===== config.mk =====
export PLATFORM = sky130hd
export DESIGN_NAME = rgb_pwm_driver_flat
export DESIGN_NICKNAME = d
export VERILOG_FILES = /design/src/rtl/rgb_pwm_driver_if.sv /design/src/rtl/rgb_pwm_driver.sv /design/src/flat_wrapper.sv
export SDC_FILE = /design/constraint.sdc
export NUM_CORES = 1
export LEC_CHECK = 0
export CORE_ASPECT_RATIO = 0.7
export CORE_MARGIN = 5
export CORE_UTILIZATION = 40
export CTS_CLUSTER_SIZE = 12
export DETAILED_ROUTE_END_ITERATION = 8
export PLACE_DENSITY = 0.69
export SLEW_MARGIN = 20
export SYNTH_ARGS = -nofsm -noshare
export SYNTH_HDL_FRONTEND = slang
export SYNTH_SLANG_ARGS = --single-unit

===== constraint.sdc =====
create_clock -name clk -period 5.1 [get_ports clk]
set_input_delay 1.02 -clock clk [delete_from_list [all_inputs] [get_ports clk]]
set_output_delay 1.02 -clock clk [all_outputs]
set_load 0.03 [all_outputs]

===== src/rtl/rgb_pwm_driver_if.sv =====
// Duty-update handshake between the colour-cycle generator (master) and the
// RGB PWM driver (slave): one r/g/b duty triple per valid/ready transfer.
interface rgb_pwm_driver_if #(
   parameter int W = 11
);
   logic [W-1:0] r_pwm_in;
   logic [W-1:0] g_pwm_in;
   logic [W-1:0] b_pwm_in;
   logic         duty_valid;
   logic         duty_ready;

   modport master (
      output r_pwm_in, g_pwm_in, b_pwm_in, duty_valid,
      input  duty_ready
   );

   modport slave (
      input  r_pwm_in, g_pwm_in, b_pwm_in, duty_valid,
      output duty_ready
   );
endinterface


===== src/rtl/rgb_pwm_driver.sv =====
// Three-channel PWM LED driver. Duty triples land in a shadow register and are
// committed only at a period boundary, so every period uses one consistent triple.
module rgb_pwm_driver #(
   parameter int PWM_INTERVAL = 1200,
   parameter bit ACTIVE_LOW   = 1'b1,
   parameter int W            = $clog2(PWM_INTERVAL)
) (
   input  logic            clk,
   input  logic            rst_n,
   rgb_pwm_driver_if.slave duty_if,
   output logic            red,
   output logic            green,
   output logic            blue,
   output logic            period_start
);

   localparam logic [W-1:0] DUTY_MAX = W'(PWM_INTERVAL);
   localparam logic [W-1:0] CNT_LAST = W'(PWM_INTERVAL - 1);
   localparam logic         PIN_OFF  = ACTIVE_LOW;

   // Channel index 0 = red, 1 = green, 2 = blue.
   typedef logic [2:0][W-1:0] duty_t;

   function automatic logic [W-1:0] clamp_duty(input logic [W-1:0] v);
      return (v > DUTY_MAX) ? DUTY_MAX : v;
   endfunction

   logic [W-1:0] counter_q, counter_d;
   duty_t        active_q, active_d;
   duty_t        shadow_q, shadow_d;
   logic         pending_q, pending_d;
   logic [2:0]   pins_q, pins_d;
   logic         period_start_q, period_start_d;

   logic wrap;
   logic xfer;

   assign wrap = (counter_q == CNT_LAST);
   assign xfer = duty_if.duty_valid && !pending_q;

   assign duty_if.duty_ready = !pending_q;

   always_comb begin
      // NOTE: every signal assigned here gets a default first, so no path can infer a latch.
      counter_d      = wrap ? '0 : counter_q + 1'b1;
      active_d       = active_q;
      shadow_d       = shadow_q;
      pending_d      = pending_q;
      period_start_d = (counter_q == '0);
      pins_d         = {3{PIN_OFF}};

      // A triple accepted in the wrap cycle waits a full period: commit only
      // looks at the pending flag as it stood before this edge.
      if (wrap && pending_q) begin
         active_d  = shadow_q;
         pending_d = 1'b0;
      end

      if (xfer) begin
         shadow_d[0] = clamp_duty(duty_if.r_pwm_in);
         shadow_d[1] = clamp_duty(duty_if.g_pwm_in);
         shadow_d[2] = clamp_duty(duty_if.b_pwm_in);
         pending_d   = 1'b1;
      end

      for (int i = 0; i < 3; i++) begin
         pins_d[i] = (counter_q < active_q[i]) ^ PIN_OFF;
      end
   end

   always_ff @(posedge clk or negedge rst_n) begin
      if (!rst_n) begin
         // NOTE: the shadow triple is reset along with the pending flag so no
         // stale duty can ever be committed after a reset.
         counter_q      <= '0;
         active_q       <= '0;
         shadow_q       <= '0;
         pending_q      <= 1'b0;
         pins_q         <= {3{PIN_OFF}};
         period_start_q <= 1'b0;
      end else begin
         // NOTE: non-blocking assignments so every flop samples pre-edge values.
         counter_q      <= counter_d;
         active_q       <= active_d;
         shadow_q       <= shadow_d;
         pending_q      <= pending_d;
         pins_q         <= pins_d;
         period_start_q <= period_start_d;
      end
   end

   assign red          = pins_q[0];
   assign green        = pins_q[1];
   assign blue         = pins_q[2];
   assign period_start = period_start_q;

endmodule


===== src/flat_wrapper.sv =====
// flat-port wrapper written by rule: the top's interface ports become plain ports
module rgb_pwm_driver_flat 
#(
   parameter int PWM_INTERVAL = 1200,
   parameter bit ACTIVE_LOW   = 1'b1,
   parameter int W            = $clog2(PWM_INTERVAL)
)
  (clk, rst_n, red, green, blue, period_start, duty_if_r_pwm_in, duty_if_g_pwm_in, duty_if_b_pwm_in, duty_if_duty_valid, duty_if_duty_ready);
  rgb_pwm_driver_if #(.W(W)) duty_if_i ();
  input  logic clk;
  input  logic rst_n;
  output logic red;
  output logic green;
  output logic blue;
  output logic period_start;
  input wire logic [$bits(duty_if_i.r_pwm_in)-1:0] duty_if_r_pwm_in;
  input wire logic [$bits(duty_if_i.g_pwm_in)-1:0] duty_if_g_pwm_in;
  input wire logic [$bits(duty_if_i.b_pwm_in)-1:0] duty_if_b_pwm_in;
  input wire logic [$bits(duty_if_i.duty_valid)-1:0] duty_if_duty_valid;
  output wire logic [$bits(duty_if_i.duty_ready)-1:0] duty_if_duty_ready;
  assign duty_if_i.r_pwm_in = duty_if_r_pwm_in;
  assign duty_if_i.g_pwm_in = duty_if_g_pwm_in;
  assign duty_if_i.b_pwm_in = duty_if_b_pwm_in;
  assign duty_if_i.duty_valid = duty_if_duty_valid;
  assign duty_if_duty_ready = duty_if_i.duty_ready;
  rgb_pwm_driver #(.PWM_INTERVAL(PWM_INTERVAL), .ACTIVE_LOW(ACTIVE_LOW), .W(W)) u_core (.clk(clk), .rst_n(rst_n), .duty_if(duty_if_i), .red(red), .green(green), .blue(blue), .period_start(period_start));
endmodule

# After elaboration in Yosys (flattened, before gate mapping)
# Cells that the tools add are included.
totals:
  ff_bits: 82
  in_bits: 36
  output_inout_bits: 5
classes:
  add_sub_neg: 1
  order_cmp: 6
  eq_ne: 1
  n_mux: 6
  n_bitwise: 3
  n_reduce_logical: 5
ops:
  columns: ["operator", "count"]
  rows:
  - ["$mux W11", 4]
  - ["$gt A11 B11 Y1 const B", 3]
  - ["$lt A11 B11 Y1", 3]
  - ["$add A11 B1 Y11 const B", 1]
  - ["$eq A11 B11 Y1 const B", 1]
  - ["$logic_not A11 Y1", 1]
  - ["$not A1 Y1", 3]
  - ["$logic_and A1 B1 Y1", 2]
  - ["$mux W1", 2]
  - ["$reduce_bool A2 Y1", 1]
  - ["$logic_not A1 Y1", 1]

# Longest topological paths before layout
logic_depth:
  ltp_word: 4
  ltp_mapped: 6

# Least setup slack after synthesis
# No wires, ideal clock.
synth_path:
  path_type: "input port to flip-flop"
  from: "in duty_if_b_pwm_in[0]"
  to: "reg u_core.shadow_q[26] (netlist name)"
  setup_time_ns: 0.124
  arrival_ns: 2.059
  required_time_ns: 4.976
  path_slack_ns: 2.917
  path_stages: 4
  n_path_buf: 0
  cell_sequence: "or4_1 -> a311oi_1 -> nor3_1 -> o21bai_1"
synth_via:
  elab_chain_len: 2
synth_lines:
  columns: ["item", "line_no", "source"]
  rows:
  - ["from (decl)", "flat_wrapper.sv:18", "input wire logic [$bits(duty_if_i.b_pwm_in)-1:0] duty_if_b_pwm_in;"]
  - ["$gt A11 B11 Y1", "rgb_pwm_driver.sv:25", "return (v > DUTY_MAX) ? DUTY_MAX : v;"]
  - ["$mux W11", "rgb_pwm_driver.sv:25", null]
  - ["to (signal assigned)", "rgb_pwm_driver.sv:85", "shadow_q <= shadow_d;"]
  - ["to (decl)", "rgb_pwm_driver.sv:30", "duty_t shadow_q, shadow_d;"]
# No other way between the ends.
# A chain may end at the register's enable or synchronous reset.

# Final worst setup path
layout_path:
  from: "in duty_if_duty_valid"
  to: "reg u_core.shadow_q[27] (netlist name)"
layout_via:
  elab_chain_len: 1
layout_lines:
  columns: ["item", "line_no", "source"]
  rows:
  - ["from (decl)", "flat_wrapper.sv:19", "input wire logic [$bits(duty_if_i.duty_valid)-1:0] duty_if_duty_valid;"]
  - ["$logic_and A1 B1 Y1", "rgb_pwm_driver.sv:39", "assign xfer = duty_if.duty_valid && !pending_q;"]
# No other way between the ends.

==> summary.md <==
| Metric | Value |
|---|---|
| GRT busiest layer | met1 |
| Ys flop type | dfrtp_1 |
| Ant. Diodes | 0 |
| Clock root buffer | clkbuf_16 |
| Clk_lat worst skew | 0.33 ns |
| Global-route met2 utilization | 0.210 |
| EDFF count, synth | 0 |
| CTS Buf Count | 9 |
| Critical path arrival | 3.08 ns |
| Clock Skews | roughly 0.0048 ns |
| Die W | 130 µm |
| Reg clk slew, reported paths | 0.06 ns |
| Outcome | completed |
| CTS Hold Buffers Added | 0 |
| Hold Vio Cnt, Final | 0 |
| Crit. End Element | register |
| RSZ-0062 raised after global routing | false |
| Net count, final | 503 |
| Initial detailed-routing violation count | 100 |
| Fin crit share | 0.554 |
| Rel. slew slack | 0.414 |
| Cell Rows | 30 |
| Critical path fanouts, max | 22 |
| H-tree depth | 3 |
| Commonest non-fill, non-tap cell in the layout | dfrtp_1 |
| GR Layer Usage met3 | 0.0443 |
| Clock buffer depth | 2 |
| Drc violations | 0 |
| Max cap viols | 0 |
| Endpoints failing setup | 0 |
| Wire length per cell | 14.5 µm |
| Setup Fix Bufs, Post-CTS | 0 |
| Via-to-Cell Ratio | 5.04 |
| Least-Margin Pin Slew | 0.872 ns |
| WL final | between 8 and 9 mm |
| Post-Syn Area | around 0.004 mm² |
| Final min period | 2.83 ns |
| CTS tree | done |
| Mapped Avg Cell Area | a little over 10 µm² |
| Placed Cells | 552 |
| Routed via count | 2862 |
| Post-route ant nets | 0 |
| Power consumption | 1.42 mW |
| GR Overflow Total | 0 |
| Initial Util | 0.414 |
| Fmax | 354 MHz |
| Slowest CP cell | nor2b_2 |
| CP Class | in -> reg |
| Startpoint types | primary input |
| Filler Cell Count | 913 |
| Met1 Use GR | 0.221 |
| I/O Buffers | 40 |
| Seq/Total Area, Yosys | 0.507 |
| Synth warn | 0 |
| CP max stage delay | 0.69 ns |
| Synth Instances | 393 |
| Static Leak | 2.25 nW |
| Layout cells sized above 1 | 0.132 |
| Pre-CTS WS | 1.96 ns |
| Largest net degree at the start of global routing | 83 |
| Post-synth ARST share | 1.00 |
| Post-DP HPWL | 5.93 mm |
| Fin cells | 568 |
| Die ar. | roughly 0.012 mm² |
| Syn_nets | approximately 460 |
| Max VDD drop | 0.000189 V |
| First-pass GRT wire length | 14.3 mm |
| Gpl congestion | 0.796 |
| Gr usage total | 0.150 |
| Yosys reg bits | 82 |
| Die Height | 94.2 µm |
| Io pins | 41 |
| Antenna violations before repair | 0 |
| CTS sink count | 82 |
| Power per cell area | 292 mW/mm² |
| Area growth syn-to-layout | 20.3% |
| Netlist cell types | 34 |
| Setup TNS | 0 ns |
| Core Footprint | around 0.0098 mm² |
| CP cell instances | clkdlybuf4s50_1, nor2b_2, nand2_1, nor3_1, o21bai_1 |
| Post-CTS Resized | 0 |
| Reg2Reg Setup Slack | 2.37 ns |
| Commonest non-fill, non-tap cells in the layout | 79 x dfrtp_1, 65 x nand2_1, 39 x clkdlybuf4s50_1, 36 x inv_1 |
| Vias in the first global route | 2935 |
| DRT Pass-1 Iters | 5 |
| Hold WC Path Type | reg -> reg |
| Required time of the critical path | 5.35 ns |
| Max-slew violations | 0 |
| Final worst slack | 2.27 ns |
## power by group
group	internal, mW	switching [mW]
Sequential	0.682	0.0176
Clock	0.403	0.243
Combinational	0.0408	0.0375
## through the flow
step / area [µm²] / hold WS, ns / util
floorplan: 4050 / 0.433 / -
global placement: 4570 / 0.447 / 0.466
detailed placement: 4570 / 0.455 / 0.466
CTS: 4870 / 0.468 / 0.497
global route: 4880 / 0.493 / 0.498
finish: 4880 / 0.464 / 0.498
## flip-flops by register name (all words and copies together), names as in the netlist
signal	cells
u_core.period_start	1
u_core.counter_q	11
u_core.pins_q	3
u_core.active_q	33
u_core.shadow_q	33
u_core.pending_q	1
## routing by layer
layer	up-vias	part of all wire
li1	1433	-
met1	1350	0.51
met2	74	0.43
met3	5	0.055
met4	0	0.0046
met5	-	0
## cells in the mapped netlist, types with 4 or more instances
library cell / count / share of area
inv_1: 36 / 0.033
ha_1: 32 / 0.099
a211oi_1: 5 / 0.0093
nand3_1: 12 / 0.015
xnor2_1: 5 / 0.011
dfrtp_1: 79 / 0.49
nand2_1: 66 / 0.061
nor2_1: 23 / 0.021
a21o_1: 4 / 0.0074
a21oi_1: 32 / 0.040
mux2_2: 30 / 0.083
nand3b_1: 6 / 0.011
nand4_1: 8 / 0.012
clkbuf_1: 8 / 0.0074
o21ai_0: 8 / 0.0099
## final timing paths
check	start	to	cells after the start
worst min register to register	u_core.shadow_q[31]	u_core.shadow_q[31]	2
worst max register to register	u_core.counter_q[0]	u_core.active_q[14]	5
min in group asynchronous	rst_n	u_core.shadow_q[2]	1
worst max-delay path	duty_if_duty_valid	u_core.shadow_q[27]	5
worst min-delay path	u_core.shadow_q[31]	u_core.shadow_q[31]	2
max in group asynchronous	rst_n	u_core.active_q[13]	1
## logic make-up after synthesis
family	synth area share
XOR/XNOR	0.0173
AND/OR/NAND/NOR	0.160
AO/OA/AOI/OAI	0.0765
flip-flops	0.507
buffers and inverters	0.0491
multiplexers	0.0917
adder cells (fa/ha/maj)	0.0988
## cell type report
type / instances / area, µm² / share of cell area
tap: 128 / 160 / 0.0328
inverter: 36 / 135 / 0.0277
timing repair buffer: 42 / 417 / 0.0854
clock buffer: 11 / 253 / 0.0518
clock inverter: 5 / 52.6 / 0.0108
sequential: 82 / 2060 / 0.421
multi-input combinational: 264 / 1800 / 0.370
## worst max-delay path: cells and delay by family
family,cells,cell delay [ns]
and+or+nand+nor,3,1.34
buffers and inverters,1,0.51
AOI/OAI and AO/OA,1,0.20
Power figures use the tool's default switching activity.
